<file path="config.mk">
export PLATFORM = sky130hd
export DESIGN_NAME = imm_gen_pipe
export DESIGN_NICKNAME = d
export VERILOG_FILES = /design/src/rtl/imm_gen_pipe.sv
export SDC_FILE = /design/constraint.sdc
export NUM_CORES = 1
export LEC_CHECK = 0
export ABC_AREA = 0
export CELL_PAD_IN_SITES_DETAIL_PLACEMENT = 1
export CELL_PAD_IN_SITES_GLOBAL_PLACEMENT = 1
export CORE_UTILIZATION = 38
export DETAILED_ROUTE_END_ITERATION = 6
export PLACE_DENSITY = 0.9
export SYNTH_ARGS = -nofsm -noshare
export SYNTH_HDL_FRONTEND = slang
export SYNTH_SLANG_ARGS = --single-unit
export TNS_END_PERCENT = 1
</file>
<file path="constraint.sdc">
create_clock -name clk -period 1.8 [get_ports clk]
set_input_delay 0.18 -clock clk [delete_from_list [all_inputs] [get_ports clk]]
set_output_delay 0.18 -clock clk [all_outputs]
set_load 0.02 [all_outputs]
</file>
<file path="src/rtl/imm_gen_pipe.sv">
`default_nettype none
// ============================================================================
//  Module      : imm_gen_pipe
//  Description : Pipelined immediate generator for the decode stage.
//                Decodes instr[31:7] and a 3-bit format select into a sign- or
//                zero-extended XLEN-bit immediate, an illegal-format flag and a
//                pass-through tag. Valid/ready on both sides, with a 2-entry
//                FIFO output buffer so that decode can stall safely.
//  Ports       : clk, rst_n            clock / synchronous active-low reset
//                in_valid, in_ready    input handshake
//                instr, immsrc, in_tag instruction bits [31:7], format, sideband
//                out_valid, out_ready  output handshake
//                out_imm, out_illegal  head-entry immediate and illegal flag
//                out_tag               head-entry sideband tag
//                err_sticky            set by any accepted illegal format
//  Revision    : 1.0  initial release
// ============================================================================
module imm_gen_pipe #(
    parameter int XLEN  = 32,
    parameter int TAG_W = 5
) (
    input  logic             clk,
    input  logic             rst_n,
    input  logic             in_valid,
    output logic             in_ready,
    input  logic [24:0]      instr,
    input  logic [2:0]       immsrc,
    input  logic [TAG_W-1:0] in_tag,
    output logic             out_valid,
    input  logic             out_ready,
    output logic [XLEN-1:0]  out_imm,
    output logic             out_illegal,
    output logic [TAG_W-1:0] out_tag,
    output logic             err_sticky
);

    localparam logic [2:0] c_SRC_I     = 3'b000;
    localparam logic [2:0] c_SRC_S     = 3'b001;
    localparam logic [2:0] c_SRC_B     = 3'b010;
    localparam logic [2:0] c_SRC_J     = 3'b011;
    localparam logic [2:0] c_SRC_U     = 3'b100;
    localparam logic [2:0] c_SRC_SHAMT = 3'b101;

    // Packed buffer entry: {illegal, tag, immediate}
    localparam int ENT_W = XLEN + TAG_W + 1;

    // Re-index the input so bit positions match the instruction encoding
    logic [31:7]     w_ins;
    logic            w_s;
    logic [XLEN-1:0] w_imm_u;
    logic [XLEN-1:0] w_imm_shamt;
    logic [XLEN-1:0] w_imm;
    logic            w_ill;
    logic [ENT_W-1:0] w_new;

    assign w_ins = instr;
    assign w_s   = w_ins[31];

    // U-type and shift-amount formats are the only XLEN-dependent layouts
    generate
        if (XLEN == 32) begin : g_x32
            assign w_imm_u     = {w_ins[31:12], 12'b0};
            assign w_imm_shamt = {{(XLEN-5){1'b0}}, w_ins[24:20]};
        end else if (XLEN == 64) begin : g_x64
            assign w_imm_u     = {{(XLEN-32){w_s}}, w_ins[31:12], 12'b0};
            assign w_imm_shamt = {{(XLEN-6){1'b0}}, w_ins[25:20]};
        end else begin : g_xlen_bad
            $error("imm_gen_pipe: XLEN must be 32 or 64");
            assign w_imm_u     = '0;
            assign w_imm_shamt = '0;
        end
    endgenerate

    always_comb begin
        w_imm = '0;
        w_ill = 1'b0;
        case (immsrc)
            c_SRC_I:     w_imm = {{(XLEN-12){w_s}}, w_ins[31:20]};
            c_SRC_S:     w_imm = {{(XLEN-12){w_s}}, w_ins[31:25], w_ins[11:7]};
            c_SRC_B:     w_imm = {{(XLEN-12){w_s}}, w_ins[7], w_ins[30:25],
                                  w_ins[11:8], 1'b0};
            c_SRC_J:     w_imm = {{(XLEN-20){w_s}}, w_ins[19:12], w_ins[20],
                                  w_ins[30:21], 1'b0};
            c_SRC_U:     w_imm = w_imm_u;
            c_SRC_SHAMT: w_imm = w_imm_shamt;
            default:     w_ill = 1'b1;
        endcase
    end

    assign w_new = {w_ill, in_tag, w_imm};

    // ------------------------------------------------------------------------
    // Two-entry buffer. head_q is always the oldest entry; tail_q holds the
    // second one when count_q == 2. The head only changes on a pop or on a
    // push into an empty buffer, which keeps the output stable while stalled.
    // ------------------------------------------------------------------------
    logic [1:0]       count_q, count_d;
    logic [ENT_W-1:0] head_q,  head_d;
    logic [ENT_W-1:0] tail_q,  tail_d;
    logic             err_q,   err_d;
    logic             w_push;
    logic             w_pop;

    assign in_ready  = (count_q != 2'd2);
    assign out_valid = (count_q != 2'd0);
    assign w_push    = in_valid & in_ready;
    assign w_pop     = out_valid & out_ready;

    always_comb begin
        count_d = count_q;
        head_d  = head_q;
        tail_d  = tail_q;
        err_d   = err_q | (w_push & w_ill);
        case (count_q)
            2'd0: begin
                if (w_push) begin
                    head_d  = w_new;
                    count_d = 2'd1;
                end
            end
            2'd1: begin
                if (w_push && w_pop) begin
                    head_d = w_new;
                end else if (w_push) begin
                    tail_d  = w_new;
                    count_d = 2'd2;
                end else if (w_pop) begin
                    count_d = 2'd0;
                end
            end
            2'd2: begin
                if (w_pop) begin
                    head_d  = tail_q;
                    count_d = 2'd1;
                end
            end
            default: count_d = 2'd0;
        endcase
    end

    always_ff @(posedge clk) begin
        if (!rst_n) begin
            count_q <= 2'd0;
            head_q  <= '0;
            tail_q  <= '0;
            err_q   <= 1'b0;
        end else begin
            count_q <= count_d;
            head_q  <= head_d;
            tail_q  <= tail_d;
            err_q   <= err_d;
        end
    end

    assign out_imm     = head_q[XLEN-1:0];
    assign out_tag     = head_q[XLEN+TAG_W-1:XLEN];
    assign out_illegal = head_q[ENT_W-1];
    assign err_sticky  = err_q;

endmodule
`default_nettype wire
</file>
==> results of run 1 <==
## flip-flops by register name, indices dropped and copies added, names as in the netlist
register    cells
tail_q         38
count_q         2
head_q         38
err_sticky      1
## worst max path at each step
stage                                       start                      end  slack, ns  cells after the start
final                                   immsrc[0]  head_q[21]$_SDFFE_PN0P_       0.14                      7
after global routing                    immsrc[0]  head_q[21]$_SDFFE_PN0P_       0.03                      7
after CTS                 count_q[1]$_SDFFE_PN0P_                out_valid       0.02                      2
after global placement                  immsrc[0]  head_q[13]$_SDFFE_PN0P_      -0.17                      7
after floorplan           count_q[1]$_SDFFE_PN0P_  head_q[10]$_SDFFE_PN0P_       0.41                      5
after detailed placement                immsrc[0]  head_q[15]$_SDFFE_PN0P_      -0.24                      7
## kinds of logic (layout without fill, tap and decap cells)
kind of cell	Yosys count	in the layout	synth area share [%]
simple gates	161	161	20.6
compound gates	148	148	29.0
mux	11	11	3.54
buf+inv	43	126	5.44
flops	79	79	41.4
## area by class of cell
type                            instances  area share, %
Tap cell                              133           3.26
Clock inverter                          7           2.38
Inverter                                2          0.147
Timing Repair Buffer                  108           20.7
Sequential cell                        79           31.1
Clock buffer                            9           2.43
Multi-Input combinational cell        320           40.0
## synthesized netlist by cell type (12+ instances only)
cell	instances	area share (%)
a21boi_1	12	2.4
dfxtp_1	79	41
a21boi_0	13	2.6
buf_2	13	1.7
nand2_1	72	7.1
clkbuf_1	22	2.2
nor2b_1	12	2.0
o211a_1	13	3.4
and2_1	20	3.3
o21ai_0	21	2.8
a21oi_1	26	3.4
nand3_1	35	4.6
## power groups by stage
| stage | combinational, mW | clock, mW | sequential, mW |
|---|---|---|---|
| global placement | 0.803 | 0 | 1.94 |
| detailed placement | 0.834 | 0 | 1.94 |
| finish | 0.853 | 1.64 | 1.91 |
| floorplan | 0.379 | 0 | 2.00 |
| CTS | 0.851 | 1.66 | 1.90 |
| global route | 0.912 | 1.72 | 1.91 |
## layer usage
metal / vias to the layer above / part of all wire, % / GRT usage, %
li1: 1765 / - / -
met1: 1886 / 42 / 30.6
met2: 106 / 51 / 45.9
met3: 31 / 4.0 / 3.97
met4: 0 / 2.7 / 12.2
met5: - / 0 / 0
## metrics by stage
step	worst slack, ns	cell area, sq um	utilization [%]	TNS, ns	power [mW]
6_report	0.141	5100	52.2	0	4.40
5_1_grt	0.0340	5100	52.2	0	4.55
2_1_floorplan	0.409	3820	-	0	2.38
3_5_place_dp	-0.241	4840	49.5	-7.24	2.77
3_3_place_gp	-0.169	4840	49.5	-4.65	2.74
4_1_cts	0.0160	5090	52.1	0	4.42
## worst max-delay path: stages
cell	delay, ns
clkdlybuf4s50_1	0.44
buf_12	0.17
buf_12	0.15
nor3b_2	0.49
and2_1	0.26
o22ai_1	0.13
a21boi_1	0.14
## what timing repair did
item,CTS,global route
resized for setup,2,3
endpoints found under the setup margin,2,3
cloned,0,0
endpoints found under the hold margin,0,0
## layout by cell type (no fill, tap or decap), drive strengths merged, types with 8 or more instances in the layout
cell type / count
a21boi: 25
a21oi: 27
a31oi: 8
and2: 20
buf: 32
clkbuf: 9
clkdlybuf4s50: 74
dfxtp: 79
mux2: 8
nand2: 72
nand3: 35
nor2: 10
nor2b: 12
o211a: 13
o21ai: 21
o221a: 10
o221ai: 8
o22a: 8
o22ai: 10
==> impl_metrics.toml, run 1 <==
[cells_and_area]
fill_cells = 1146
area_delta_synth_final_pct = 33.4
multi_input_area_sq_um = 2040
nets = 557
drive_gt1_share_pct = 14.5
n_antenna_cell = 0
seqCellArea_sq_um = 1580
final_cells = 658

[routing]
vias_per_cell = 5.76
ant_nets = 0
drt_iter0_markers = 142
routedWlPerCell_microns = 19.5
vias = 3788
firstDrtPassIters = 4
drt-total-wl_microns = 12800
drc = 0

[global_routing]
grt_max_degree = 35
track_usage_pct = 25.9
grt_pass1_vias = 4024
grt_pass1_wl_microns = 20700
grt_overflow = 0
antenna_found_initial = 0

[sta]
hold_viol = 0
fin_crit_sh_pct = 92.2
rsz0062_at_grt = "no"
hold_ws_ns = 0.342
max-slew-margin-rel_pct = 61.8
layout_min_cycle_time_ns = 1.66
fmax_mhz = 603
tightest_slew_ns = 0.571
finalSetupViolations = 0
finClkSkew_ns = 0.0113
drv_slew = 0

[worst_hold_path]
whs_endpoint = "tail_q[13]$_SDFFE_PN0P_"
hold_class = "in2reg"
min_path_cells = 3
min_from = "rst_n"

[yosys]
synth.avg_cell_area_sq_um = 8.64
ys_seq_area_share_pct = 41.4
synth-async-reset-ratio_pct = 0
ys_seq_elements = 79
synth.distinct_cells = 44
synth_area_sq_um = 3820
synthCells = 442
synth_flop_cell = "dfxtp_1"
synth-edff-count = 0
synth_fp_nets = 479
synth_warnings = 0

[setup_path]
cp.arrival_ns = 1.96
worstSetupPathType = "in2reg"
reg2reg_to = "head_q[12]$_SDFFE_PN0P_"
crit_fanout = 19
critPathRequiredTime_ns = 2.10
rr_worst_depth = 6
r2r-start = "count_q[0]$_SDFFE_PN0P_"
crit_path_start_kind = "primary input"
cp-end-kind = "flop"
rrSetupSlack_ns = 0.22

[die]
die_w_microns = 102
core_sq_um = 9770
start_util_pct = 39.1
io_pins = 78
fp-row-count = 36
die_h_microns = 102
die-area_sq_um = 10500

[pwr]
combPwrFrac_pct = 19.4
p_leak_nw = 2.01
seq_power_share_pct = 43.3
swShare_pct = 27.9
vdd_ir_drop_max_mv = 0.449
p_int_mw = 3.17
switchingPower_mw = 1.23
p_clk_share_pct = 37.3
p_per_area_nw_per_um2 = 863

[place]
portBuffers = 77
dp.cells = 642
hpwl_microns = 8370
place.gp.congestion = 0.783

[job]
maxCapViolCount = 0

[outcome]
outcome = "finished, final reports clean"

[clocking]
cts_root_buf = "clkbuf_8"
cts.sinks = 79
clk_latency_ns = 0.37
htreeDepth = 3
clk_path_buf_depth = 2
postCtsSetupBuffers = 0
clkTransAtPathRegs_ns = 0.09
cts_buffers = 9
postCtsHoldBufs = 0
cts_tree = "built"
No activity file was read; power rests on OpenSTA's default activity.
==> run 2: changes to the inputs <==
--- a/config.mk
+++ b/config.mk
@@ -6,6 +6,7 @@
 export NUM_CORES = 1
 export LEC_CHECK = 0
 export ABC_AREA = 0
+export CAP_MARGIN = 20
 export CELL_PAD_IN_SITES_DETAIL_PLACEMENT = 1
 export CELL_PAD_IN_SITES_GLOBAL_PLACEMENT = 1
 export CORE_UTILIZATION = 38
==> results of run 2 <==
The final DEF is identical to that of run 1; final timing and power are the same.
==> run 3: changes to the inputs <==
--- a/config.mk
+++ b/config.mk
@@ -9,9 +9,9 @@
 export CAP_MARGIN = 20
 export CELL_PAD_IN_SITES_DETAIL_PLACEMENT = 1
 export CELL_PAD_IN_SITES_GLOBAL_PLACEMENT = 1
-export CORE_UTILIZATION = 38
+export CORE_UTILIZATION = 30
 export DETAILED_ROUTE_END_ITERATION = 6
-export PLACE_DENSITY = 0.9
+export PLACE_DENSITY = 0.76
 export SYNTH_ARGS = -nofsm -noshare
 export SYNTH_HDL_FRONTEND = slang
 export SYNTH_SLANG_ARGS = --single-unit
==> impl_metrics.toml, run 3 (same netlist as run 1, synthesis figures left out) <==
[clocking]
htreeDepth = 3
clk_path_buf_depth = 2
cts_root_buf = "clkbuf_16"
cts_buffers = 9
clkTransAtPathRegs_ns = 0.06
cts.sinks = 79
clk_latency_ns = 0.33
postCtsSetupBuffers = 0
cts_tree = "built"

[pwr]
combPwrFrac_pct = 17.4
p_leak_nw = 2.05
switchingPower_mw = 1.18
p_clk_share_pct = 43.2
vdd_ir_drop_max_mv = 0.452
p_total_mw = 4.82
swShare_pct = 24.4
p_per_area_nw_per_um2 = 921
p_int_mw = 3.65
seq_power_share_pct = 39.4

[cells_and_area]
area_delta_synth_final_pct = 37.2
n_antenna_cell = 0
final_cells = 691
nets = 555
drive_gt1_share_pct = 13.2
multi_input_area_sq_um = 2040
top_regs = "head_q (38), tail_q (38), count_q (2)"
final_common_cell = "dfxtp_1"
seqCellArea_sq_um = 1580
fill_cells = 1432
most-common-layout-cells = "dfxtp_1 (79), clkdlybuf4s50_1 (74), nand2_1 (72), nand3_1 (35), a21oi_1 (26)"
fin_util_pct = 42.9
finalInstanceArea_sq_um = 5240

[setup_path]
rrSetupSlack_ns = 0.17
cp.arrival_ns = 1.46
endpoint = "in_ready"
crit_fanout = 11
worstSetupPathType = "reg2out"
crit_path_start_kind = "flop"
worstPathCellList = "nor2b_2 -> inv_2 -> dlygate4sd2_1"
rr_worst_depth = 4
reg2reg_to = "head_q[12]$_SDFFE_PN0P_"
cp-end-kind = "output pin"
r2r-start = "count_q[1]$_SDFFE_PN0P_"
startpoint = "count_q[1]$_SDFFE_PN0P_"
critPathRequiredTime_ns = 1.62
cpPeakStageDelay_ns = 0.37
crit_path_top_delay_cell = "dlygate4sd2_1"

[place]
placed_area_sq_um = 4900
hpwl_microns = 8100
place.gp.congestion = 0.774
pre_cts_ws_ns = -0.263
portBuffers = 77
dp.cells = 675

[die]
die-area_sq_um = 13200
die_h_microns = 115
start_util_pct = 31.3
io_pins = 78
core_sq_um = 12200
fp-row-count = 40
die_w_microns = 115

[sta]
rsz0062_at_grt = "no"
fin_crit_sh_pct = 91.3
hold_ws_ns = 0.215
fin_ws_ns = 0.156
hold_viol = 0
layout_min_cycle_time_ns = 1.64
finalSetupViolations = 0
drv_slew = 0
finClkSkew_ns = 0.00404
max-slew-margin-rel_pct = 64.6
fmax_mhz = 608
fin_tns_setup_ns = 0
tightest_slew_ns = 0.529

[worst_hold_path]
hold_class = "in2reg"

[routing]
drc = 0
vias = 3607
firstDrtPassIters = 6
vias_per_cell = 5.22
routedWlPerCell_microns = 16.6
ant_nets = 0
drt_iter0_markers = 188
drt-total-wl_microns = 11500

[global_routing]
grt_max_degree = 36
grt_pass1_vias = 3830
grt_pass1_wl_microns = 19000
grt_overflow = 0
antenna_found_initial = 0
track_usage_pct = 18.3

[job]
maxCapViolCount = 0

[outcome]
outcome = "finished, final reports clean"
==> run 3: changes by cell type in the layout (fill, tap and decap cells not counted), moves of 2 or more <==
cell and change:
dfxtp_1 +2, buf_4 -4, clkbuf_1 +3, dfxtp_2 -2, buf_12 +2, clkinv_4 -3, clkbuf_16 +9, clkbuf_8 -8
==> run 3: cell type report <==
cell class,instances,share of cell area [%]
clock buffers,13,4.78
clock inverters,3,1.72
inverters,2,0.143
multi-input cells,320,38.9
flip-flops and latches,79,30.2
well taps,168,4.01
repair buffers,106,20.2
==> run 3: metal layers <==
layer	vias to the layer above	GRT usage, %	share of wire [%]
met5	-	0	0
li1	1759	-	-
met1	1777	21.2	45
met2	57	33.5	51
met3	14	4.38	3.4
met4	0	5.11	1.4
==> run 3: worst max-delay path: cells and delay by family, from the launching register on <==
family / cells / cell delay (ns)
buffers and inverters: 2 / 0.58
flip-flops: 1 / 0.36
AND/OR/NAND/NOR: 1 / 0.18
==> run 3: worst min path at each step <==
stage | from | to | slack [ns] | depth (start not counted)
3_5_place_dp | head_q[27]$_SDFFE_PN0P_ | head_q[27]$_SDFFE_PN0P_ | 0.45 | 2
3_3_place_gp | tail_q[6]$_SDFFE_PN0P_ | tail_q[6]$_SDFFE_PN0P_ | 0.44 | 2
2_1_floorplan | in_tag[0] | tail_q[32]$_SDFFE_PN0P_ | 0.32 | 2
5_1_grt | rst_n | tail_q[19]$_SDFFE_PN0P_ | 0.21 | 3
4_1_cts | rst_n | tail_q[18]$_SDFFE_PN0P_ | 0.21 | 3
6_report | rst_n | tail_q[19]$_SDFFE_PN0P_ | 0.21 | 3
==> run 3: what timing repair did <==
action | CTS | global route
pin swaps | 0 | 0
hold buffers | 0 | 0
gates resized for setup | 1 | 2
setup endpoints to repair | 1 | 4
==> run 3: power groups by stage <==
stage | sequential (mW) | clock [mW] | combinational, mW
floorplan | 2.00 | 0 | 0.379
global route | 1.91 | 2.20 | 0.907
finish | 1.90 | 2.09 | 0.838
detailed placement | 1.94 | 0 | 0.839
global placement | 1.93 | 0 | 0.818
CTS | 1.90 | 2.12 | 0.848
